===== config.mk =====
export PLATFORM = sky130hd
export DESIGN_NAME = icache_dm_flat
export DESIGN_NICKNAME = d
export VERILOG_FILES = /design/src/rtl/icache_pkg.sv /design/src/rtl/icache_dm_if.sv /design/src/rtl/icache_data_ram.sv /design/src/rtl/icache_dm.sv /design/src/flat_wrapper.sv
export SDC_FILE = /design/constraint.sdc
export NUM_CORES = 2
export LEC_CHECK = 0
export CORE_MARGIN = 4
export CORE_UTILIZATION = 36
export CTS_CLUSTER_SIZE = 25
export DETAILED_ROUTE_END_ITERATION = 10
export REMOVE_ABC_BUFFERS = 1
export SYNTH_ARGS = -nofsm -noshare
export SYNTH_HDL_FRONTEND = slang
export SYNTH_HIERARCHICAL = 1
export SYNTH_SLANG_ARGS = --single-unit

===== constraint.sdc =====
create_clock -name clk -period 15.05 [get_ports clk]
set_clock_uncertainty 0.1 [all_clocks]
set_input_delay 3.7625 -clock clk [delete_from_list [all_inputs] [get_ports clk]]
set_output_delay 3.7625 -clock clk [all_outputs]
set_load 0.01 [all_outputs]

===== src/rtl/icache_pkg.sv =====
// Shared types and address-split helpers for the direct-mapped instruction cache.
// Hit path is combinational; misses stall Fetch until one line is filled.
package icache_pkg;

  typedef enum logic {
    IDLE = 1'b0,
    FILL = 1'b1
  } state_t;

  localparam logic [31:0] NOP_INSTR = 32'h0000_0013;

  // Ceiling log2 written as a bounded loop so it folds to a constant.
  function automatic int unsigned log2u(input int unsigned v);
    int unsigned r;
    r = 0;
    for (int i = 0; i < 32; i++) begin
      if ((32'd1 << i) < v) r = i + 1;
    end
    return r;
  endfunction

  function automatic logic [31:0] pcOffset(input logic [31:0] pc, input int unsigned words);
    return (pc >> 2) & (words - 1);
  endfunction

  function automatic logic [31:0] pcIndex(input logic [31:0] pc, input int unsigned words,
                                          input int unsigned lines);
    return (pc >> (2 + log2u(words))) & (lines - 1);
  endfunction

  function automatic logic [31:0] pcTag(input logic [31:0] pc, input int unsigned words,
                                        input int unsigned lines);
    return pc >> (2 + log2u(words) + log2u(lines));
  endfunction

endpackage


===== src/rtl/icache_dm_if.sv =====
// Fetch-side and memory-side signals of the instruction cache.
// slave = cache view, master = fetch stage / memory view.
interface icache_dm_if;
  logic [31:0] pcF;
  logic [31:0] InstrF;
  logic        CacheStallF;
  logic        Invalidate;
  logic        MemReq;
  logic [31:0] MemAddr;
  logic        MemRValid;
  logic [31:0] MemRData;

  modport slave (
    input  pcF, Invalidate, MemRValid, MemRData,
    output InstrF, CacheStallF, MemReq, MemAddr
  );

  modport master (
    output pcF, Invalidate, MemRValid, MemRData,
    input  InstrF, CacheStallF, MemReq, MemAddr
  );
endinterface


===== src/rtl/icache_data_ram.sv =====
// Line data store: asynchronous read for the 0-cycle hit path, one write per returned word.
// No backpressure; the writer presents at most one word per cycle.
module icache_data_ram
  import icache_pkg::*;
#(
  parameter int unsigned LINES = 16,
  parameter int unsigned WORDS = 4
) (
  input  logic                      clk,
  input  logic                      we,
  input  logic [log2u(LINES)-1:0]   wIdx,
  input  logic [log2u(WORDS)-1:0]   wOff,
  input  logic [31:0]               wData,
  input  logic [log2u(LINES)-1:0]   rIdx,
  input  logic [log2u(WORDS)-1:0]   rOff,
  output logic [31:0]               rData
);

  logic [31:0] mem [LINES*WORDS];

  always_ff @(posedge clk) begin
    if (we) mem[{wIdx, wOff}] <= wData;
  end

  assign rData = mem[{rIdx, rOff}];

endmodule


===== src/rtl/icache_dm.sv =====
// Direct-mapped read-only I-cache: 0-cycle hits, miss = 1 detect cycle + per-word memory latency.
// Stalls Fetch via CacheStallF while filling; memory side is a level-held request per word.
module icache_dm
  import icache_pkg::*;
#(
  parameter int unsigned LINES = 16,
  parameter int unsigned WORDS = 4,
  parameter logic [31:0] NOP   = NOP_INSTR
) (
  input logic        clk,
  input logic        rst,
  icache_dm_if.slave bus
);

  localparam int unsigned OFFW = log2u(WORDS);
  localparam int unsigned IDXW = log2u(LINES);
  localparam int unsigned TAGW = 32 - 2 - OFFW - IDXW;

  state_t            state, stateNext;
  logic [OFFW-1:0]   offset, cnt;
  logic [IDXW-1:0]   index, fillIdx;
  logic [TAGW-1:0]   tag, fillTag;
  logic [TAGW-1:0]   tagArr [LINES];
  logic [LINES-1:0]  validArr;
  logic [31:0]       fillBase, ramData;
  logic              hit, discard, startFill, lastWord, ramWe;

  assign offset = OFFW'(pcOffset(bus.pcF, WORDS));
  assign index  = IDXW'(pcIndex(bus.pcF, WORDS, LINES));
  assign tag    = TAGW'(pcTag(bus.pcF, WORDS, LINES));

  assign fillIdx = fillBase[OFFW+2 +: IDXW];
  assign fillTag = fillBase[31 -: TAGW];

  assign hit             = validArr[index] && (tagArr[index] == tag) && (state == IDLE);
  assign bus.InstrF      = hit ? ramData : NOP;
  assign bus.CacheStallF = !hit;

  // A pending invalidate wins over a miss, so no fill is launched that cycle.
  assign startFill = (state == IDLE) && !hit && !bus.Invalidate;
  assign lastWord  = (state == FILL) && bus.MemRValid && (cnt == OFFW'(WORDS - 1));

  always_ff @(posedge clk or posedge rst) begin
    if (rst) state <= IDLE;
    else     state <= stateNext;
  end

  always_comb begin
    stateNext = state;
    case (state)
      IDLE:    if (startFill) stateNext = FILL;
      FILL:    if (lastWord)  stateNext = IDLE;
      default: stateNext = IDLE;
    endcase
  end

  always_comb begin
    bus.MemReq  = 1'b0;
    bus.MemAddr = '0;
    ramWe       = 1'b0;
    if (state == FILL) begin
      bus.MemReq  = 1'b1;
      bus.MemAddr = fillBase + 32'({cnt, 2'b00});
      ramWe       = bus.MemRValid;
    end
  end

  always_ff @(posedge clk or posedge rst) begin
    if (rst) begin
      cnt      <= '0;
      discard  <= 1'b0;
      fillBase <= '0;
      validArr <= '0;
    end else begin
      if (startFill) begin
        fillBase <= {tag, index, {(OFFW + 2){1'b0}}};
        cnt      <= '0;
        discard  <= 1'b0;
      end
      if (ramWe) cnt <= cnt + 1'b1;
      if ((state == FILL) && bus.Invalidate) discard <= 1'b1;
      if (lastWord) validArr[fillIdx] <= !discard;
      // Later assignment lets a same-cycle invalidate override the fill's valid bit.
      if (bus.Invalidate) validArr <= '0;
    end
  end

  always_ff @(posedge clk) begin
    if (lastWord) tagArr[fillIdx] <= fillTag;
  end

  icache_data_ram #(
    .LINES (LINES),
    .WORDS (WORDS)
  ) dataRam (
    .clk   (clk),
    .we    (ramWe),
    .wIdx  (fillIdx),
    .wOff  (cnt),
    .wData (bus.MemRData),
    .rIdx  (index),
    .rOff  (offset),
    .rData (ramData)
  );

endmodule


===== src/flat_wrapper.sv =====
// flat-port wrapper written by rule: the top's interface ports become plain ports
module icache_dm_flat import icache_pkg::*;
#(
  parameter int unsigned LINES = 16,
  parameter int unsigned WORDS = 4,
  parameter logic [31:0] NOP   = NOP_INSTR
)
  (clk, rst, bus_pcF, bus_Invalidate, bus_MemRValid, bus_MemRData, bus_InstrF, bus_CacheStallF, bus_MemReq, bus_MemAddr);
  icache_dm_if bus_i ();
  input logic clk;
  input logic rst;
  input wire logic [$bits(bus_i.pcF)-1:0] bus_pcF;
  input wire logic [$bits(bus_i.Invalidate)-1:0] bus_Invalidate;
  input wire logic [$bits(bus_i.MemRValid)-1:0] bus_MemRValid;
  input wire logic [$bits(bus_i.MemRData)-1:0] bus_MemRData;
  output wire logic [$bits(bus_i.InstrF)-1:0] bus_InstrF;
  output wire logic [$bits(bus_i.CacheStallF)-1:0] bus_CacheStallF;
  output wire logic [$bits(bus_i.MemReq)-1:0] bus_MemReq;
  output wire logic [$bits(bus_i.MemAddr)-1:0] bus_MemAddr;
  assign bus_i.pcF = bus_pcF;
  assign bus_i.Invalidate = bus_Invalidate;
  assign bus_i.MemRValid = bus_MemRValid;
  assign bus_i.MemRData = bus_MemRData;
  assign bus_InstrF = bus_i.InstrF;
  assign bus_CacheStallF = bus_i.CacheStallF;
  assign bus_MemReq = bus_i.MemReq;
  assign bus_MemAddr = bus_i.MemAddr;
  icache_dm #(.LINES(LINES), .WORDS(WORDS), .NOP(NOP)) u_core (.clk(clk), .rst(rst), .bus(bus_i));
endmodule

==> flow_summary.ini <==
[outcome]
status = completed

[synthesis]
synth_area_leaders = edfxtp_1 (76%), mux4_2 (14%), mux2i_1 (1.6%)
ys_ff_latch = 2480
async_reset_ff_share_pct = 1.94
yosysSeqAreaShare_pct = 77.6
synth.avg_cell_area_um2 = 22.5
synth-edff-count = 2432
yosys.area.top_type = edfxtp_1
synth_cells = 4243
synth_common_cells = edfxtp_1 (2432), mux4_2 (613), nor2_1 (177)
synth_ff_type = edfxtp_1
synth_top_cell_area_share_pct = 76.3
yosysWarnings = 6
syn-cell-area_um2 = 95700
synth.distinct_cells = 63
synth.most_common_cell = edfxtp_1

[clock_network]
cts.sinks = 2480
htreeDepth = 4
clk_path_buf_depth = 3
clockRootBuffer = clkbuf_16
cts_tree = done
cts_buffers = 228
post_cts_buffers = 0
cts.reportedPaths.clkPinSlew_ns = 0.06
post_cts_resized = 0
clk_latency_ns = 0.83
postCtsHoldBufs = 0

[die]
die_height_um = 524
start_util_pct = 36.3
rows = 188
core_area_um2 = 263000
die_w_um = 524
dieArea_um2 = 274000
io_pins = 134

[critical_path]
critical_path_arrival_ns = 8.68
critPathRequiredTime_ns = 11.19
cp_max_fo = 65
crit_path_end_kind = output port
startpoint_type = primary input
criticalPathCategory = primary input to output port

[route]
drtIter0Drc = 5239
routedWlPerCell_um = 29.6
drt-vias-per-instance = 5.56
ant_nets = 0
wl_mm = 244
drc = 0
first_pass_iters = 6
vias = 45700

[place]
gp_congestion = 0.748
portBuffers = 129
dpl.hpwl_mm = 131

[flow_run]
maxCapViolations = 0

[power_and_ir_drop]
peakVddDrop_mv = 0.118
p_per_area_nw_per_um2 = 138
p_leak_nw = 33.7

[timing]
setup_viol = 0
tightest_slew_ns = 1.28
relSlewSlack_pct = 15.0
finalSetupTns_ns = 0
rsz0062_at_grt = false
holdWs_ns = 0.474
period_needed_ns = 12.54
max_clock_freq_ghz = 0.0797
hold_viol = 0
min_period_over_period_pct = 83.3
drv_slew = 0

[cells_and_area]
nets = 4579
fin_util_pct = 41.3
area_delta_synth_final_pct = 13.8
drive_gt1_share_pct = 26.2

[grt]
grt_pass1_wl_mm = 345
overflow = 0
grt_usage_pct = 17.6
busiest_layer = met2
met3_usage_pct = 3.41
grt_pass1_vias = 46200
antenna_found_initial = 21
grt_max_degree = 101
gr-usage-met1_pct = 24.7
grt_use_met2_pct = 28.7

[worst_hold_path]
hp-class = flip-flop to flip-flop
[final cells by class]
| type | instances | area (um2) |
|---|---|---|
| Clock inverter | 144 | 1170 |
| Timing Repair Buffer | 271 | 2310 |
| Antenna cell | 4 | 10.0 |
| Sequential cell | 2480 | 74200 |
| Tap cell | 3515 | 4400 |
| Fill cell | 22800 | 155000 |
| Inverter | 5 | 18.8 |
| Multi-Input combinational cell | 1524 | 20800 |
| Clock buffer | 278 | 5940 |
[critical path: stages]
cell and delay [ns]:
buf_8 0.44, buf_4 0.51, mux4_2 0.56, mux2i_1 0.32, and3b_1 0.21, o22a_1 0.13, o211ai_1 0.10, or4_4 0.60
nor4_4 0.50, buf_4 0.59, and2_1 0.23, clkdlybuf4s50_1 0.55
[registers in the layout (all words and copies together) (netlist names)]
signal and count:
u_core/state 1, u_core/validArr 16, u_core/fillBase 28, u_core/tagArr 384, u_core/cnt 2, u_core/dataRam/mem 2048, u_core/discard 1
[cells in the final DEF (no fill, tap or decap), drive strengths merged, types with 22 or more instances in the layout]
cell | netlist | layout
o221ai | 27 | 27
clkdlybuf4s50 | 0 | 91
o22ai | 84 | 84
a211oi | 22 | 22
clkinv | 0 | 122
mux2i | 156 | 156
a22oi | 38 | 38
mux2 | 31 | 31
mux4 | 619 | 619
clkbuf | 90 | 278
nor2 | 177 | 177
nor2b | 29 | 29
and2 | 67 | 67
edfxtp | 2432 | 2432
a21oi | 76 | 76
dfrtp | 48 | 48
buf | 145 | 180
nand2 | 46 | 46
[where the power goes]
part / total [mW] / switching [mW] / internal (mW)
Sequential: 8.22 / 0.259 / 7.96
Combinational: 1.23 / 0.760 / 0.472
Clock: 5.54 / 2.50 / 3.04
Total: 15.0 / 3.52 / 11.5
[worst paths after layout]
check	start	to	slack [ns]	cells after the start
max	bus_pcF[5]	bus_InstrF[20]	2.51	12
min	u_core/validArr[14]	u_core/validArr[14]	0.47	2
max reg2reg	u_core/state	u_core/dataRam/mem[28][28]	10.57	6
min reg2reg	u_core/validArr[14]	u_core/validArr[14]	0.47	2
max in group asynchronous	rst	u_core/validArr[4]	11.02	3
min in group asynchronous	rst	u_core/fillBase[18]	3.35	3
[metal layers]
layer / vias up / part of all wire [%]
met5: - / 0.011
met2: 1872 / 49
met3: 295 / 8.1
met1: 25000 / 41
li1: 18500 / -
met4: 4 / 1.9
[kinds of logic (layout without fill, tap and decap cells)]
group	count (synthesis)	in the layout	share of synthesized area, %
DFF	2480	2480	77.6
muxes	806	806	16.7
and+or+nand+nor	397	397	2.04
AOI/OAI and AO/OA	293	293	2.11
buffers and inverters	240	698	1.31
xor gates and xnor gates	25	25	0.229
adders and majority gates	1	1	0.0131
other	1	6	0.00392
[metrics by stage]
step | cells | power (mW) | area, um2 | worst slack (ns)
after floorplan | 4009 | 8.81 | 94400 | 4.68
after global placement | 7795 | 9.57 | 102000 | 2.51
after detailed placement | 7795 | 9.61 | 102000 | 2.46
after CTS | 8217 | 15.1 | 109000 | 2.44
after global routing | 8217 | 15.5 | 109000 | 2.26
final | 8221 | 15.0 | 109000 | 2.51
(Power assumes the default switching activity.)
